[config.mk]
export PLATFORM = sky130hd
export DESIGN_NAME = expr_pipe_eval
export DESIGN_NICKNAME = d
export VERILOG_FILES = /design/src/rtl/expr_pipe_pkg.sv /design/src/rtl/expr_pipe_eval_lane.sv /design/src/rtl/expr_pipe_eval.sv
export SDC_FILE = /design/constraint.sdc
export NUM_CORES = 1
export LEC_CHECK = 0
export BUFFER_PORTS_ARGS = -buffer_cell sky130_fd_sc_hd__buf_2
export CAP_MARGIN = 20
export CORE_UTILIZATION = 56
export CTS_CLUSTER_DIAMETER = 150
export DETAILED_ROUTE_END_ITERATION = 12
export PLACE_DENSITY_LB_ADDON = 0.08
export SLEW_MARGIN = 25
export SYNTH_ARGS = -nofsm -noshare
export SYNTH_HDL_FRONTEND = slang
export SYNTH_SLANG_ARGS = --single-unit
[constraint.sdc]
create_clock -name clk -period 4.5 [get_ports clk]
set_input_delay 0.9 -clock clk [delete_from_list [all_inputs] [get_ports clk]]
set_output_delay 0.9 -clock clk [all_outputs]
set_load 0.01 [all_outputs]
[src/rtl/expr_pipe_pkg.sv]
// Shared opcode enum and per-lane result record for expr_pipe_eval.
package expr_pipe_pkg;

  typedef enum logic [2:0] {
    OP_ADDM = 3'd0,
    OP_SUBS = 3'd1,
    OP_MULU = 3'd2,
    OP_ASHR = 3'd3,
    OP_CMP  = 3'd4,
    OP_CEQ  = 3'd5,
    OP_TERN = 3'd6,
    OP_ACC  = 3'd7
  } op_e;

  // Widest lane the result record can carry; lanes zero-extend into it.
  localparam int unsigned MaxW = 32;

  typedef struct packed {
    logic [MaxW-1:0] y;
    logic            ovf;
  } lane_res_t;

endpackage

[src/rtl/expr_pipe_eval_lane.sv]
// Combinational per-lane evaluator: opcodes 0-6 plus the accumulator sum.
// EXPR_PIPE_SATURATE_EN clamps ADDM/SUBS on overflow instead of wrapping.
module expr_lane
  import expr_pipe_pkg::*;
#(
  parameter int unsigned W    = 6,
  parameter int unsigned ACCW = 10
) (
  input  op_e             op,
  input  logic [W-1:0]    a_u,
  input  logic [W-1:0]    a_s,
  input  logic [W-1:0]    b_u,
  input  logic [W-1:0]    b_s,
  input  logic [ACCW-1:0] acc_base,
  output lane_res_t       res,
  output logic [ACCW-1:0] acc_sum
);

  localparam int unsigned ShW = $clog2(W);

  logic [W:0]      add_sum;
  logic [W-1:0]    sub_d;
  logic            sub_ovf;
  logic [2*W-1:0]  mul_p;
  logic [ACCW-1:0] a_ext;
  logic            acc_ovf;
  logic [W-1:0]    y;
  logic            ovf;

  // Mixed signed/unsigned add is unsigned: carry out is the overflow.
  assign add_sum = {1'b0, a_s} + {1'b0, b_u};
  assign sub_d   = a_s - b_s;
  assign sub_ovf = (a_s[W-1] != b_s[W-1]) && (sub_d[W-1] != a_s[W-1]);
  assign mul_p   = {{W{1'b0}}, a_u} * {{W{1'b0}}, b_u};
  assign a_ext   = ACCW'($signed(a_s));
  assign acc_sum = acc_base + a_ext;
  assign acc_ovf = (acc_base[ACCW-1] == a_ext[ACCW-1]) && (acc_sum[ACCW-1] != acc_base[ACCW-1]);

  always_comb begin
    y   = '0;
    ovf = 1'b0;
    unique case (op)
      OP_ADDM: begin
        y   = add_sum[W-1:0];
        ovf = add_sum[W];
`ifdef EXPR_PIPE_SATURATE_EN
        if (add_sum[W]) y = '1;
`endif
      end
      OP_SUBS: begin
        y   = sub_d;
        ovf = sub_ovf;
`ifdef EXPR_PIPE_SATURATE_EN
        if (sub_ovf) y = a_s[W-1] ? {1'b1, {(W-1){1'b0}}} : {1'b0, {(W-1){1'b1}}};
`endif
      end
      OP_MULU: begin
        y   = mul_p[W-1:0];
        ovf = |mul_p[2*W-1:W];
      end
      OP_ASHR: y = $signed(a_s) >>> b_u[ShW-1:0];
      OP_CMP: begin
        y[1] = $signed(a_s) < $signed(b_s);
        y[0] = a_u < b_u;
      end
      OP_CEQ: begin
        y[1] = a_u === b_u;
        y[0] = a_s == b_u;
      end
      OP_TERN: y = (|a_u) ? b_s : b_u;
      OP_ACC: begin
        y   = acc_sum[W-1:0];
        ovf = acc_ovf;
      end
      default: ;
    endcase
  end

  assign res = '{y: MaxW'(y), ovf: ovf};

endmodule

[src/rtl/expr_pipe_eval.sv]
// Two-stage valid/ready expression pipeline over LANES lanes with per-lane accumulators.
// Optional EXPR_PIPE_SATURATE_EN (in expr_lane) saturates ADDM/SUBS.
module expr_pipe_eval
  import expr_pipe_pkg::*;
#(
  parameter int unsigned W     = 6,
  parameter int unsigned LANES = 3,
  parameter int unsigned ACCW  = 10
) (
  input  logic               clk,
  input  logic               rst,
  input  logic               in_valid,
  output logic               in_ready,
  input  logic [2:0]         op,
  input  logic [LANES*W-1:0] a_u,
  input  logic [LANES*W-1:0] a_s,
  input  logic [LANES*W-1:0] b_u,
  input  logic [LANES*W-1:0] b_s,
  input  logic               acc_clr,
  output logic               out_valid,
  input  logic               out_ready,
  output logic [LANES*W-1:0] y,
  output logic [LANES-1:0]   ovf
);

  logic               s1_valid;
  op_e                s1_op;
  logic [LANES*W-1:0] s1_a_u, s1_a_s, s1_b_u, s1_b_s;
  logic [ACCW-1:0]    acc_q    [LANES];
  logic [ACCW-1:0]    acc_base [LANES];
  logic [ACCW-1:0]    acc_sum  [LANES];
  lane_res_t          res      [LANES];
  logic               s2_load;
  logic               acc_fire;

  assign s2_load  = !out_valid || out_ready;
  assign in_ready = !s1_valid || s2_load;
  assign acc_fire = s1_valid && s2_load && (s1_op == OP_ACC);

  for (genvar i = 0; i < LANES; i++) begin : g_lane
    // A clear coincident with an ACC beat restarts the sum from zero.
    assign acc_base[i] = acc_clr ? '0 : acc_q[i];

    expr_lane #(
      .W    (W),
      .ACCW (ACCW)
    ) u_lane (
      .op       (s1_op),
      .a_u      (s1_a_u[i*W +: W]),
      .a_s      (s1_a_s[i*W +: W]),
      .b_u      (s1_b_u[i*W +: W]),
      .b_s      (s1_b_s[i*W +: W]),
      .acc_base (acc_base[i]),
      .res      (res[i]),
      .acc_sum  (acc_sum[i])
    );

    if (W < MaxW) begin : g_pad
      logic unused_pad;
      assign unused_pad = ^res[i].y[MaxW-1:W];
    end
  end

  always_ff @(posedge clk or posedge rst) begin
    if (rst) begin
      s1_valid <= 1'b0;
      s1_op    <= OP_ADDM;
      s1_a_u   <= '0;
      s1_a_s   <= '0;
      s1_b_u   <= '0;
      s1_b_s   <= '0;
    end else if (in_ready) begin
      s1_valid <= in_valid;
      if (in_valid) begin
        s1_op  <= op_e'(op);
        s1_a_u <= a_u;
        s1_a_s <= a_s;
        s1_b_u <= b_u;
        s1_b_s <= b_s;
      end
    end
  end

  always_ff @(posedge clk or posedge rst) begin
    if (rst) begin
      out_valid <= 1'b0;
      y         <= '0;
      ovf       <= '0;
    end else if (s2_load) begin
      out_valid <= s1_valid;
      if (s1_valid) begin
        for (int i = 0; i < LANES; i++) begin
          y[i*W +: W] <= res[i].y[W-1:0];
          ovf[i]      <= res[i].ovf;
        end
      end
    end
  end

  always_ff @(posedge clk or posedge rst) begin
    if (rst) begin
      for (int i = 0; i < LANES; i++) acc_q[i] <= '0;
    end else if (acc_fire) begin
      for (int i = 0; i < LANES; i++) acc_q[i] <= acc_sum[i];
    end else if (acc_clr) begin
      for (int i = 0; i < LANES; i++) acc_q[i] <= '0;
    end
  end

endmodule
==> impl_table.tex, run 1 <==
\begin{tabular}{lr}
\hline
Metric & Value \\
\hline
\multicolumn{2}{l}{\textbf{Finish}} \\
\quad Number of diodes added for antenna fixing & 0 \\
\quad Layout overhead on the synthesized area & 12.21\% \\
\quad Final-stage net count & 1819 \\
\quad Share of layout cells above drive strength 1 & 17.87\% \\
\quad Post-layout instance count excluding filler cells & 1818 \\
\multicolumn{2}{l}{\textbf{Critical path}} \\
\quad Setup crit start kind & register \\
\quad Critical Path, Cell by Cell & ha\_1 > fa\_1 > inv\_1 > fa\_1 > fa\_1 > inv\_1 > ha\_1 > nand3\_1 > o211ai\_1 > mux2i\_1 > nand4\_1 > a211o\_1 > a221o\_1 \\
\quad Largest incremental delay on the critical path & 540 ps \\
\quad Arr. time, crit path & 4650 ps \\
\quad Cell with the largest stage delay on the worst path & sky130\_fd\_sc\_hd\_\_fa\_1 \\
\quad Worst setup path class & register to register \\
\quad Biggest fanout along the worst timing path & 9 \\
\quad CP endpoint kind & register \\
\quad Buf+Inv Stages, Crit Path & 2 \\
\quad CP Data Required Time & 4800 ps \\
\quad Cell with the most instances on the worst path & sky130\_fd\_sc\_hd\_\_fa\_1 \\
\quad Family of cells with the greatest summed delay on the critical path & adder cells \\
\multicolumn{2}{l}{\textbf{Die}} \\
\quad Num rows & 55 \\
\quad Starting density of the core & 57.00\% \\
\quad Overall die height & 153.6 um \\
\quad Die Wd & 153.6 um \\
\quad Core Footprint & 22570 um\^{}2 \\
\quad Die area & 23580 um\^{}2 \\
\quad Number of top-level pins & 103 \\
\multicolumn{2}{l}{\textbf{Clocking}} \\
\quad Deepest level of the CTS H-tree & 4 \\
\quad Longest Clk Path Bufs & 2 \\
\quad Clock transition at the register clock pins on the worst setup and hold paths after CTS & 60 ps \\
\quad CTS Buf Count & 17 \\
\quad Sinks on Clock Net & 128 \\
\quad Root buf cell & sky130\_fd\_sc\_hd\_\_clkbuf\_16 \\
\quad Clock latency at the later pin of the worst-skew pair & 420 ps \\
\quad Post-CTS Resized & 0 \\
\quad Clock tree from TritonCTS & built \\
\quad Buffers inserted by post-CTS timing repair & 0 \\
\quad Number of hold buffers added after CTS & 0 \\
\multicolumn{2}{l}{\textbf{Drt}} \\
\quad Count of TritonRoute iterations in the first routing pass & 5 \\
\quad DR vias & 10947 \\
\quad Detailed Route Iter0 Violations & 807 \\
\quad Vias per cell & 6.021 \\
\quad Post-detailed-route DRC marker count & 0 \\
\quad Post-route ant nets & 0 \\
\quad WL/cell & 19.13 um \\
\quad Final WL & 34.78 mm \\
\multicolumn{2}{l}{\textbf{Placed design}} \\
\quad Number of I/O port buffers & 102 \\
\quad Worst setup slack after placement & 219.6 ps \\
\quad RD Place Congestion & 0.9040 \\
\quad Cell count after placement & 1786 \\
\quad DPL Wire Length & 25.61 mm \\
\multicolumn{2}{l}{\textbf{Timing}} \\
\quad Final Skew & 7.150 ps \\
\quad FMAX & 0.2301 GHz \\
\quad Fin. max-slew vios & 0 \\
\quad Tightest Pin Transition & 838.0 ps \\
\quad Post-route minimum period & 4347 ps \\
\quad Worst relative slew slack & 44.13\% \\
\quad Final worst setup slack & 153.5 ps \\
\quad Unrepaired setup endpoints after global routing & no \\
\quad Fraction of the cycle the final worst path needs & 96.59\% \\
\quad Final setup viols & 0 \\
\quad Final Hold Violating Endpoints & 0 \\
\quad Setup\_tns & 0 ps \\
\multicolumn{2}{l}{\textbf{Global route}} \\
\quad Wire length of the first global-routing pass & 56.71 mm \\
\quad Pin count of the biggest net entering global routing & 83 \\
\quad Antenna violations before repair & 0 \\
\quad Highest-utilization routing layer at the global route stage & met2 \\
\quad Number of global-route vias before repair & 10744 \\
\quad Met1 track utilization from global routing & 42.30\% \\
\quad GRT overflow & 0 \\
\quad Overall fraction of global-route tracks in use & 30.62\% \\
\quad Met3 usage in global routing & 5.975\% \\
\quad Met2 track demand over resource & 48.31\% \\
\multicolumn{2}{l}{\textbf{Synthesis}} \\
\quad Share of flip-flops with an asynchronous set or reset after synthesis & 100.0\% \\
\quad Fraction of the yosys area taken by sequential cells & 24.90\% \\
\quad Synth unique cells & 74 \\
\quad Post-synth EDFFs & 0 \\
\quad Fraction of synthesized cell area taken by the top area cell type & 24.90\% \\
\quad Cell with the most instances after synthesis & sky130\_fd\_sc\_hd\_\_ha\_1 \\
\quad Post-synthesis sequential element count & 128 \\
\quad Syn Std Cell Area & 12860 um\^{}2 \\
\quad Dominant synthesized flop cell & sky130\_fd\_sc\_hd\_\_dfrtp\_1 \\
\quad Average footprint of a synthesized cell & 9.066 um\^{}2 \\
\quad Count of mapped cells out of synthesis & 1419 \\
\quad Total number of yosys warnings & 0 \\
\quad Total nets after synthesis & 1718 \\
\quad Biggest area consumer among synthesized cells & sky130\_fd\_sc\_hd\_\_dfrtp\_1 \\
\quad Leading cell types by total area after synthesis & sky130\_fd\_sc\_hd\_\_dfrtp\_1 25\%, sky130\_fd\_sc\_hd\_\_ha\_1 15\%, sky130\_fd\_sc\_hd\_\_fa\_1 9.3\%, sky130\_fd\_sc\_hd\_\_mux2\_2 7.7\%, sky130\_fd\_sc\_hd\_\_inv\_1 4.0\% \\
\quad Most frequent cells after synthesis & 159 x sky130\_fd\_sc\_hd\_\_ha\_1, 136 x sky130\_fd\_sc\_hd\_\_inv\_1, 128 x sky130\_fd\_sc\_hd\_\_dfrtp\_1 \\
\multicolumn{2}{l}{\textbf{Job}} \\
\quad Count of maximum capacitance violations & 0 \\
\multicolumn{2}{l}{\textbf{Power and ir drop}} \\
\quad Power Density & 476.0 nW/um\^{}2 \\
\quad VDD IR max & 342.9 uV \\
\quad Static power due to leakage & 0.007031 uW \\
\multicolumn{2}{l}{\textbf{Hold path}} \\
\quad Type of the most critical hold path & register to register \\
\multicolumn{2}{l}{\textbf{Status}} \\
\quad Status & finished clean \\
\hline
\end{tabular}
## worst paths after layout
path / start / endpoint / slack [ps] / cells past startpoint
worst min register to register: y[4]$_DFFE_PP0P_ / y[4]$_DFFE_PP0P_ / 510 / 2
min in group asynchronous: rst / s1_a_s[13]$_DFFE_PP0P_ / 600 / 2
worst min-delay path: y[4]$_DFFE_PP0P_ / y[4]$_DFFE_PP0P_ / 510 / 2
max in group asynchronous: rst / y[6]$_DFFE_PP0P_ / 3030 / 3
worst max register to register: s1_a_u[15]$_DFFE_PP0P_ / ovf[2]$_DFFE_PP0P_ / 150 / 13
worst max-delay path: s1_a_u[15]$_DFFE_PP0P_ / ovf[2]$_DFFE_PP0P_ / 150 / 13
## per-layer routing
| layer | vias up | wire length [um] |
|---|---|---|
| met1 | 5299 | 15550 |
| met3 | 67 | 2511 |
| met2 | 397 | 15720 |
| li1 | 5184 | - |
| met5 | - | 0 |
| met4 | 0 | 991 |
## logic make-up after synthesis
logic type	Yosys count	share of synthesized area, %
xor gates and xnor gates	45	3.064
buffers and inverters	187	5.544
adders and majority gates	219	24.80
muxes	119	10.52
DFF	128	24.90
and+or+nand+nor	394	15.11
AOI/OAI and AO/OA	327	16.06
## through the flow
| step | util [%] | instance area, um^2 | total power (uW) | hold slack (ps) |
|---|---|---|---|---|
| final | 63.95 | 14440 | 6872 | 505.3 |
| after global routing | 63.95 | 14440 | 7451 | 542.7 |
| after CTS | 63.91 | 14430 | 6866 | 512.4 |
| after detailed placement | 61.09 | 13790 | 5306 | 483.1 |
| after global placement | 61.05 | 13780 | 5219 | 486.0 |
| after floorplan | - | 12860 | 4328 | 471.1 |
## flip-flops by register name (all words and copies together) (netlist names)
signal / count
out_valid: 1
acc_q: 30
s1_op: 3
s1_b_s: 18
ovf: 3
s1_a_s: 18
s1_valid: 1
y: 18
s1_b_u: 18
s1_a_u: 18
## layout make-up
| type | count | area [um^2] |
|---|---|---|
| Tap cell | 285 | 356.6 |
| Inverter | 136 | 515.5 |
| Clock inverter | 13 | 185.2 |
| Sequential cell | 128 | 3203 |
| Multi-Input combinational cell | 1104 | 8979 |
| Clock buffer | 19 | 452.9 |
| Timing Repair Buffer | 133 | 743.2 |
| Fill cell | 1885 | 8137 |
## layout by cell type (no fill, tap or decap), drive strengths merged, types with 20 or more instances in the layout
cell   instances
and2          38
inv          137
nor2b         48
nand2        122
a21oi         97
nor3          20
o21ai         77
o22ai         20
ha           159
xnor2         26
a21o          21
mux2          90
buf          133
nor2          85
fa            60
mux2i         25
dfrtp        128
## report_power, final
group	internal [uW]	switching, uW
logic	1630	2090
clock network	957	563
registers	1340	294
## tightest hold or removal path, stage by stage, from the launching register on
cell,delay [ps]
sky130_fd_sc_hd__dfrtp_1,360
sky130_fd_sc_hd__nand2_1,50
sky130_fd_sc_hd__o21ai_1,60
No activity file was read; power rests on OpenSTA's default activity.
==> inputs of run 2 (changes only) <==
--- a/config.mk
+++ b/config.mk
@@ -5,11 +5,13 @@
 export SDC_FILE = /design/constraint.sdc
 export NUM_CORES = 1
 export LEC_CHECK = 0
+export ABC_AREA = 1
 export BUFFER_PORTS_ARGS = -buffer_cell sky130_fd_sc_hd__buf_2
 export CAP_MARGIN = 20
 export CORE_UTILIZATION = 56
 export CTS_CLUSTER_DIAMETER = 150
 export DETAILED_ROUTE_END_ITERATION = 12
+export MAX_ROUTING_LAYER = met4
 export PLACE_DENSITY_LB_ADDON = 0.08
 export SLEW_MARGIN = 25
 export SYNTH_ARGS = -nofsm -noshare
==> run 2 against run 1 <==
Compared with the run above: global-route usage rose by 3.4 points; synthesized area up 3.1%; non-clock buffer count down 20; critical path depth grew 8; synthesized cell count grew 35%; critical path type unchanged.
==> impl_table.tex, run 2 <==
\begin{tabular}{lr}
\hline
Metric & Value \\
\hline
\multicolumn{2}{l}{\textbf{Status}} \\
\quad Status & finished clean \\
\multicolumn{2}{l}{\textbf{Synthesis}} \\
\quad Average footprint of a synthesized cell & 6.947 um\^{}2 (-23\%) \\
\quad Leading cell types by total area after synthesis & sky130\_fd\_sc\_hd\_\_dfrtp\_1 24\%, sky130\_fd\_sc\_hd\_\_ha\_1 15\%, sky130\_fd\_sc\_hd\_\_nand2\_1 15\%, sky130\_fd\_sc\_hd\_\_inv\_1 9.9\%, sky130\_fd\_sc\_hd\_\_fa\_1 9.1\% \\
\quad Count of mapped cells out of synthesis & 1909 (+35\%) \\
\quad Biggest area consumer among synthesized cells & sky130\_fd\_sc\_hd\_\_dfrtp\_1 \\
\quad Share of flip-flops with an asynchronous set or reset after synthesis & 100.0\% (unchanged) \\
\quad Most frequent cells after synthesis & 520 x sky130\_fd\_sc\_hd\_\_nand2\_1, 349 x sky130\_fd\_sc\_hd\_\_inv\_1, 180 x sky130\_fd\_sc\_hd\_\_nor2\_1 \\
\quad Fraction of the yosys area taken by sequential cells & 24.15\% (-0.74 points) \\
\quad Cell with the most instances after synthesis & sky130\_fd\_sc\_hd\_\_nand2\_1 \\
\quad Syn Std Cell Area & 13260 um\^{}2 (+3.1\%) \\
\quad Synth unique cells & 42 (-43\%) \\
\quad Post-synth EDFFs & 0 (unchanged) \\
\quad Post-synthesis sequential element count & 128 (unchanged) \\
\quad Fraction of synthesized cell area taken by the top area cell type & 24.15\% (-0.74 points) \\
\quad Total number of yosys warnings & 0 (unchanged) \\
\quad Dominant synthesized flop cell & sky130\_fd\_sc\_hd\_\_dfrtp\_1 \\
\quad Total nets after synthesis & 2208 (+29\%) \\
\multicolumn{2}{l}{\textbf{Placed design}} \\
\quad Worst setup slack after placement & 689.1 ps (+469.5 ps) \\
\quad DPL Wire Length & 28.89 mm (+13\%) \\
\quad Cell count after placement & 2291 (+28\%) \\
\quad Number of I/O port buffers & 102 (unchanged) \\
\quad RD Place Congestion & 0.9774 (+8.1\%) \\
\quad DP Area & 14060 um\^{}2 (+2.0\%) \\
\multicolumn{2}{l}{\textbf{Drt}} \\
\quad Count of TritonRoute iterations in the first routing pass & 6 (+1) \\
\quad Vias per cell & 5.470 (-9.2\%) \\
\quad DR vias & 12707 (+16\%) \\
\quad Top layer reached by signal wires & met4 \\
\quad Final WL & 37.82 mm (+8.8\%) \\
\quad Detailed Route Iter0 Violations & 965 (+20\%) \\
\quad Total met3 wirelength after detailed routing & 2.443 mm (-2.7\%) \\
\quad Post-detailed-route DRC marker count & 0 (unchanged) \\
\quad WL/cell & 16.28 um (-15\%) \\
\quad Routed wl met2 & 17.42 mm (+11\%) \\
\quad M1 WL & 17.00 mm (+9.3\%) \\
\quad Post-route ant nets & 0 (unchanged) \\
\multicolumn{2}{l}{\textbf{Global route}} \\
\quad Pin count of the biggest net entering global routing & 80 (-3.6\%) \\
\quad Overall fraction of global-route tracks in use & 33.99\% (+3.4 points) \\
\quad Wire length of the first global-routing pass & 62.76 mm (+11\%) \\
\quad Number of global-route vias before repair & 12491 (+16\%) \\
\quad Antenna violations before repair & 0 (unchanged) \\
\quad GRT overflow & 0 (unchanged) \\
\multicolumn{2}{l}{\textbf{Finish}} \\
\quad Share of layout cells above drive strength 1 & 8.856\% (-9.0 points) \\
\quad Most frequent cells in the layout & 519 x sky130\_fd\_sc\_hd\_\_nand2\_1, 348 x sky130\_fd\_sc\_hd\_\_inv\_1, 180 x sky130\_fd\_sc\_hd\_\_nor2\_1, 159 x sky130\_fd\_sc\_hd\_\_ha\_1, 141 x sky130\_fd\_sc\_hd\_\_a21oi\_1 \\
\quad Layout overhead on the synthesized area & 10.97\% \\
\quad Flip-flop count of the largest register after layout & 30 (unchanged) \\
\quad Leading cell type in the layout, fill and taps excluded & sky130\_fd\_sc\_hd\_\_nand2\_1 \\
\quad Largest Register & acc\_q \\
\quad Number of diodes added for antenna fixing & 0 (unchanged) \\
\quad Filler cells & 2195 (+16\%) \\
\quad Post-layout instance count excluding filler cells & 2323 (+28\%) \\
\quad Final non-filler cell area & 14720 um\^{}2 (+2.0\%) \\
\quad Final-stage net count & 2296 (+26\%) \\
\multicolumn{2}{l}{\textbf{Clocking}} \\
\quad CTS Buf Count & 17 (unchanged) \\
\quad Deepest level of the CTS H-tree & 4 (unchanged) \\
\quad Sinks on Clock Net & 128 (unchanged) \\
\quad Longest Clk Path Bufs & 2 (unchanged) \\
\quad Buffers inserted by post-CTS timing repair & 0 (unchanged) \\
\quad Post-CTS Resized & 0 (unchanged) \\
\quad Clock latency at the later pin of the worst-skew pair & 430 ps (about the same) \\
\quad Number of hold buffers added after CTS & 0 (unchanged) \\
\quad Clock transition at the register clock pins on the worst setup and hold paths after CTS & 60 ps (about the same) \\
\quad Root buf cell & sky130\_fd\_sc\_hd\_\_clkbuf\_16 \\
\quad Clock tree from TritonCTS & built \\
\multicolumn{2}{l}{\textbf{Power and ir drop}} \\
\quad Power Density & 573.9 nW/um\^{}2 (+21\%) \\
\quad VDD IR max & 544.4 uV (+59\%) \\
\quad Internal Pwr Total & 4390 uW (+12\%) \\
\quad Switching pwr & 4056 uW (+38\%) \\
\quad Sw Ratio & 48.02\% (+5.2 points) \\
\quad Comb pwr share & 61.7\% (+7.6 points) \\
\quad Sequential Power Share & 19.8\% (-4.0 points) \\
\quad Clock group share of total power & 18.5\% (-3.6 points) \\
\quad Static power due to leakage & 0.008413 uW (+20\%) \\
\multicolumn{2}{l}{\textbf{Job}} \\
\quad Count of maximum capacitance violations & 0 (unchanged) \\
\multicolumn{2}{l}{\textbf{Critical path}} \\
\quad CP Data Required Time & 4810 ps (about the same) \\
\quad CP endpoint kind & register \\
\quad Cell with the most instances on the worst path & sky130\_fd\_sc\_hd\_\_nand2\_1 \\
\quad Worst setup path class & register to register \\
\quad Setup crit start kind & register \\
\quad Critical Path, Cell by Cell & ha\_1 > fa\_1 > inv\_1 > fa\_1 > fa\_1 > inv\_1 > ha\_1 > nand2\_1 > inv\_1 > nand2\_1 > nand2\_1 > nand2\_1 > nand2\_1 > nand2\_1 > nand2\_1 > nor2\_1 > nand2\_1 > nand2\_1 > nand2\_1 > nand2\_1 > nand2\_1 \\
\quad Cell with the largest stage delay on the worst path & sky130\_fd\_sc\_hd\_\_fa\_1 \\
\quad Largest incremental delay on the critical path & 540 ps (about the same) \\
\quad Arr. time, crit path & 4130 ps (-520 ps) \\
\quad Buf+Inv Stages, Crit Path & 3 (+1) \\
\quad Family of cells with the greatest summed delay on the critical path & adder cells \\
\quad Biggest fanout along the worst timing path & 9 (unchanged) \\
\multicolumn{2}{l}{\textbf{Timing}} \\
\quad Final worst setup slack & 687.6 ps (+534.2 ps) \\
\quad Worst relative slew slack & 37.78\% (-6.4 points) \\
\quad Final Skew & 12.50 ps (+5.352 ps) \\
\quad Unrepaired setup endpoints after global routing & no \\
\quad FMAX & 0.2623 GHz (+14\%) \\
\quad Fin. max-slew vios & 0 (unchanged) \\
\quad Setup\_tns & 0 ps (unchanged) \\
\quad Final Hold Violating Endpoints & 0 (unchanged) \\
\quad Fraction of the cycle the final worst path needs & 84.72\% (-12 points) \\
\quad Tightest hold margin & 474.7 ps (-30.61 ps) \\
\quad Final setup viols & 0 (unchanged) \\
\quad Tightest Pin Transition & 932.2 ps (+94.23 ps) \\
\quad Post-route minimum period & 3812 ps (-534.2 ps) \\
\multicolumn{2}{l}{\textbf{Die}} \\
\quad Num rows & 55 (unchanged) \\
\quad Die area & 24300 um\^{}2 (+3.0\%) \\
\quad Die Wd & 155.9 um (+1.5\%) \\
\quad Number of top-level pins & 103 (unchanged) \\
\quad Starting density of the core & 57.87\% (+0.88 points) \\
\quad Overall die height & 155.9 um (+1.5\%) \\
\quad Core Footprint & 22920 um\^{}2 (+1.5\%) \\
\multicolumn{2}{l}{\textbf{Hold path}} \\
\quad Type of the most critical hold path & register to register \\
\hline
\end{tabular}
## run 2: changes by cell type in the layout (fill, tap and decap cells not counted), moves of 35 or more
cell / previous run / this run
sky130_fd_sc_hd__mux2_2: 88 / 13
sky130_fd_sc_hd__nor2_1: 84 / 180
sky130_fd_sc_hd__nand4_1: 7 / 42
sky130_fd_sc_hd__nor2b_1: 48 / 0
sky130_fd_sc_hd__nand2_1: 120 / 519
sky130_fd_sc_hd__and2_1: 38 / 3
sky130_fd_sc_hd__nand3_1: 15 / 82
sky130_fd_sc_hd__inv_1: 135 / 348
sky130_fd_sc_hd__a21oi_1: 97 / 141
## run 2: cell families (layout without fill, tap and decap cells)
group	Yosys count	after routing	synth area share, %
AND/OR/NAND/NOR	852	852	26.33
buffers and inverters	398	499	11.61
AO/OA/AOI/OAI	280	280	11.48
adder cells (fa/ha/maj)	219	219	24.06
flip-flops	128	128	24.15
XOR/XNOR	19	19	1.255
multiplexers	13	13	1.104
## run 2: layout make-up
cell class	count	area, um^2	share of cell area, %
Multi-Input combinational cell	1383	8526	57.93
Sequential cell	128	3203	21.77
Inverter	354	1334	9.063
Timing Repair Buffer	113	605.6	4.115
Clock buffer	21	480.5	3.265
Tap cell	313	391.6	2.661
Clock inverter	11	176.4	1.199
## run 2: path summary, 6_finish.rpt
kind	from	end	slack, ps	cells after the start
min in group asynchronous	rst	s1_a_u[8]$_DFFE_PP0P_	610	2
setup / recovery	s1_b_u[9]$_DFFE_PP0P_	ovf[1]$_DFFE_PP0P_	690	21
max in group asynchronous	rst	y[0]$_DFFE_PP0P_	2990	3
hold reg to reg	y[0]$_DFFE_PP0P_	y[0]$_DFFE_PP0P_	470	2
hold / removal	y[0]$_DFFE_PP0P_	y[0]$_DFFE_PP0P_	470	2
setup reg to reg	s1_b_u[9]$_DFFE_PP0P_	ovf[1]$_DFFE_PP0P_	690	21
## run 2: tightest hold or removal path: stages (launching register included)
cell and delay [ps]:
sky130_fd_sc_hd__dfrtp_1 330, sky130_fd_sc_hd__nand2_1 60, sky130_fd_sc_hd__nand2_1 50
## run 2: metrics by stage
stage          power (uW)  util, %
2_1_floorplan        5618        -
6_report             8446    64.22
4_1_cts              8453    64.22
3_5_place_dp         6866    61.35
5_1_grt              9436    64.22
3_3_place_gp         6771    61.35
## run 2: routing by layer
metal | up-vias | track usage (%)
met2 | 443 | 55.02
met4 | 0 | 11.11
met5 | - | -
met3 | 82 | 4.583
met1 | 5940 | 43.99
li1 | 6242 | -
## run 2: power by group through the flow
stage	logic, uW	clock network (uW)	registers (uW)
CTS	5210	1570	1670
finish	5210	1560	1670
floorplan	4000	0	1620
global route	6110	1620	1700
global placement	5090	0	1680
detailed placement	5180	0	1680
==> inputs of run 3 (changes only) <==
==> constraint.sdc (replaced) <==
create_clock -name clk -period 3.1 [get_ports clk]
set_input_delay 0.62 -clock clk [delete_from_list [all_inputs] [get_ports clk]]
set_output_delay 0.62 -clock clk [all_outputs]
set_load 0.01 [all_outputs]
==> run 3 against run 2 <==
Compared with the run above: the flow now finishes with violations (setup timing); sequential cell count did not move; combinational power rose by 73%; first-iteration DRC count rose by 5.5%; critical path depth fell by 4; hold slack got worse by 73 ps; sequential share of layout area fell by 0.97 points; clock-buffer cell count fell by 3; via count rose by 2.1%; critical endpoint is now ovf[0]$_DFFE_PP0P_.
==> impl_table.tex, run 3 (synthesized netlist as in run 2, its figures left out) <==
\begin{tabular}{lr}
\hline
Metric & Value \\
\hline
\multicolumn{2}{l}{\textbf{Status}} \\
\quad Status & complete, but fails checks \\
\quad Violations in the final reports & setup timing \\
\multicolumn{2}{l}{\textbf{Clocking}} \\
\quad Sinks on Clock Net & 128 (unchanged) \\
\quad CTS Buf Count & 17 (unchanged) \\
\quad Clock tree from TritonCTS & built \\
\quad Clock latency at the later pin of the worst-skew pair & 430 ps (about the same) \\
\quad Root buf cell & sky130\_fd\_sc\_hd\_\_clkbuf\_16 \\
\quad Number of hold buffers added after CTS & 0 (unchanged) \\
\quad Deepest level of the CTS H-tree & 4 (unchanged) \\
\quad Clock transition at the register clock pins on the worst setup and hold paths after CTS & 70 ps (about the same) \\
\quad Longest Clk Path Bufs & 2 (unchanged) \\
\multicolumn{2}{l}{\textbf{Placed design}} \\
\quad RD Place Congestion & 0.9681 (-0.95\%) \\
\quad Number of I/O port buffers & 102 (unchanged) \\
\quad Cell count after placement & 2367 (+3.3\%) \\
\quad DPL Wire Length & 29.33 mm (+1.5\%) \\
\multicolumn{2}{l}{\textbf{Timing}} \\
\quad Unrepaired setup endpoints after global routing & yes \\
\quad FMAX & 0.2951 GHz (+12\%) \\
\quad Final Skew & 15.87 ps (+3.367 ps) \\
\quad Final Hold Violating Endpoints & 0 (unchanged) \\
\quad Fraction of the cycle the final worst path needs & 109.3\% (+25 points) \\
\quad Worst relative slew slack & 48.49\% (+11 points) \\
\quad Fin. max-slew vios & 0 (unchanged) \\
\quad Post-route minimum period & 3389 ps (-423.5 ps) \\
\quad Setup\_tns & -1538 ps (-1538 ps) \\
\quad Tightest Pin Transition & 768.5 ps (-163.8 ps) \\
\quad Final setup viols & 9 (+9) \\
\quad Final worst setup slack & -288.8 ps (-976.5 ps) \\
\multicolumn{2}{l}{\textbf{Global route}} \\
\quad Pin count of the biggest net entering global routing & 129 (+61\%) \\
\quad Antenna violations before repair & 0 (unchanged) \\
\quad Number of global-route vias before repair & 12506 (+0.12\%) \\
\quad Wire length of the first global-routing pass & 61.91 mm (-1.4\%) \\
\quad Overall fraction of global-route tracks in use & 33.44\% (-0.55 points) \\
\quad GRT overflow & 0 (unchanged) \\
\multicolumn{2}{l}{\textbf{Critical path}} \\
\quad Arr. time, crit path & 3710 ps (-420 ps) \\
\quad CP endpoint kind & register \\
\quad CP Data Required Time & 3420 ps (-1390 ps) \\
\quad Biggest fanout along the worst timing path & 5 (-4) \\
\quad Setup crit start kind & register \\
\quad Worst setup path class & register to register \\
\multicolumn{2}{l}{\textbf{Finish}} \\
\quad Core utilization of the finished layout & 67.73\% (+3.5 points) \\
\quad Most frequent cells in the layout & 507 x sky130\_fd\_sc\_hd\_\_nand2\_1, 336 x sky130\_fd\_sc\_hd\_\_inv\_1, 180 x sky130\_fd\_sc\_hd\_\_nor2\_1, 144 x sky130\_fd\_sc\_hd\_\_ha\_1, 138 x sky130\_fd\_sc\_hd\_\_a21oi\_1 \\
\quad Largest Register & acc\_q \\
\quad Layout overhead on the synthesized area & 17.04\% \\
\quad Final-stage net count & 2377 (+3.5\%) \\
\quad Post-layout instance count excluding filler cells & 2404 (+3.5\%) \\
\quad Leading cell type in the layout, fill and taps excluded & sky130\_fd\_sc\_hd\_\_nand2\_1 \\
\quad Share of layout cells above drive strength 1 & 15.59\% (+6.7 points) \\
\quad Number of diodes added for antenna fixing & 0 (unchanged) \\
\quad Flip-flop count of the largest register after layout & 30 (unchanged) \\
\multicolumn{2}{l}{\textbf{Die}} \\
\quad Number of top-level pins & 103 (unchanged) \\
\quad Overall die height & 155.9 um (unchanged) \\
\quad Num rows & 55 (unchanged) \\
\quad Die area & 24300 um\^{}2 (unchanged) \\
\quad Core Footprint & 22920 um\^{}2 (unchanged) \\
\quad Die Wd & 155.9 um (unchanged) \\
\quad Starting density of the core & 57.87\% (unchanged) \\
\multicolumn{2}{l}{\textbf{Drt}} \\
\quad WL/cell & 15.59 um (-4.3\%) \\
\quad Post-route ant nets & 0 (unchanged) \\
\quad Post-detailed-route DRC marker count & 0 (unchanged) \\
\quad Detailed Route Iter0 Violations & 1018 (+5.5\%) \\
\quad Count of TritonRoute iterations in the first routing pass & 6 (unchanged) \\
\quad Vias per cell & 5.396 (-1.4\%) \\
\quad DR vias & 12971 (+2.1\%) \\
\quad Final WL & 37.47 mm (-0.94\%) \\
\multicolumn{2}{l}{\textbf{Job}} \\
\quad Count of maximum capacitance violations & 0 (unchanged) \\
\multicolumn{2}{l}{\textbf{Power and ir drop}} \\
\quad Overall power of the completed layout & 13310 uW (+58\%) \\
\quad Static power due to leakage & 0.008722 uW (+3.7\%) \\
\quad VDD IR max & 987.3 uV (+81\%) \\
\quad Power Density & 857.8 nW/um\^{}2 (+49\%) \\
\multicolumn{2}{l}{\textbf{Hold path}} \\
\quad Type of the most critical hold path & input pin to asynchronous set/reset pin \\
\hline
\end{tabular}
==> run 3: repair_timing <==
| item | CTS | global route |
|---|---|---|
| resized for setup | 17 | 18 |
| endpoints found under the setup margin | 9 | 9 |
| buffers inserted | 4 | 1 |
| pin swaps | 19 | 10 |
==> run 3: report_power, final <==
| part | switching, uW | total (uW) | leakage (uW) | internal (uW) |
|---|---|---|---|---|
| clock network | 853 | 1970 | 0.000260 | 1110 |
| logic | 5090 | 9000 | 0.00694 | 3910 |
| registers | 338 | 2350 | 0.00152 | 2010 |
| total | 6280 | 13300 | 0.00872 | 7030 |
==> run 3: layout make-up <==
class	count	area (um^2)
Sequential cell	128	3228
Timing Repair Buffer	194	1254
Fill cell	2050	7395
Inverter	354	1333
Multi-Input combinational cell	1383	8756
Clock buffer	18	429.2
Clock inverter	14	130.1
Tap cell	313	391.6
==> run 3: per-stage QoR <==
stage | hold WS, ps | setup slack, ps | instance area, um^2
3_3_place_gp | 457.9 | -302.5 | 14830
3_5_place_dp | 460.7 | -335.7 | 14830
2_1_floorplan | 490.2 | -127.6 | 13500
4_1_cts | 405.4 | -303.5 | 15480
5_1_grt | 417.4 | -545.1 | 15520
6_report | 402.0 | -288.8 | 15520
==> run 3: path summary, 6_finish.rpt <==
check | startpoint | end | slack [ps] | cells after the start
max | s1_b_u[3]$_DFFE_PP0P_ | ovf[0]$_DFFE_PP0P_ | -290 | 17
max reg2reg | s1_b_u[3]$_DFFE_PP0P_ | ovf[0]$_DFFE_PP0P_ | -290 | 17
max in group asynchronous | rst | y[5]$_DFFE_PP0P_ | 2170 | 3
min reg2reg | y[5]$_DFFE_PP0P_ | y[5]$_DFFE_PP0P_ | 470 | 2
min | rst | y[7]$_DFFE_PP0P_ | 400 | 3
min in group clk | a_u[4] | s1_a_u[4]$_DFFE_PP0P_ | 420 | 2
==> run 3: critical path: stages (launching register included) <==
cell and delay (ps):
sky130_fd_sc_hd__dfrtp_2 450, sky130_fd_sc_hd__ha_4 170, sky130_fd_sc_hd__fa_1 450, sky130_fd_sc_hd__fa_1 520
sky130_fd_sc_hd__fa_1 410, sky130_fd_sc_hd__ha_1 330, sky130_fd_sc_hd__nand2_1 80, sky130_fd_sc_hd__nand2_1 70
sky130_fd_sc_hd__a21oi_1 210, sky130_fd_sc_hd__nand2_1 80, sky130_fd_sc_hd__nand2_1 60, sky130_fd_sc_hd__nand2_1 50
sky130_fd_sc_hd__nor2_1 100, sky130_fd_sc_hd__nand2_1 70, sky130_fd_sc_hd__nand2_1 50, sky130_fd_sc_hd__nand2_1 50
sky130_fd_sc_hd__nand2_1 60, sky130_fd_sc_hd__nand2_1 40
==> run 3: routing by layer <==
metal	share of wire (%)	up-vias	track usage, %
li1	-	6419	-
met1	44	6038	43.22
met2	46	439	52.81
met3	7.1	75	5.861
met4	2.9	0	11.72
met5	0	-	-
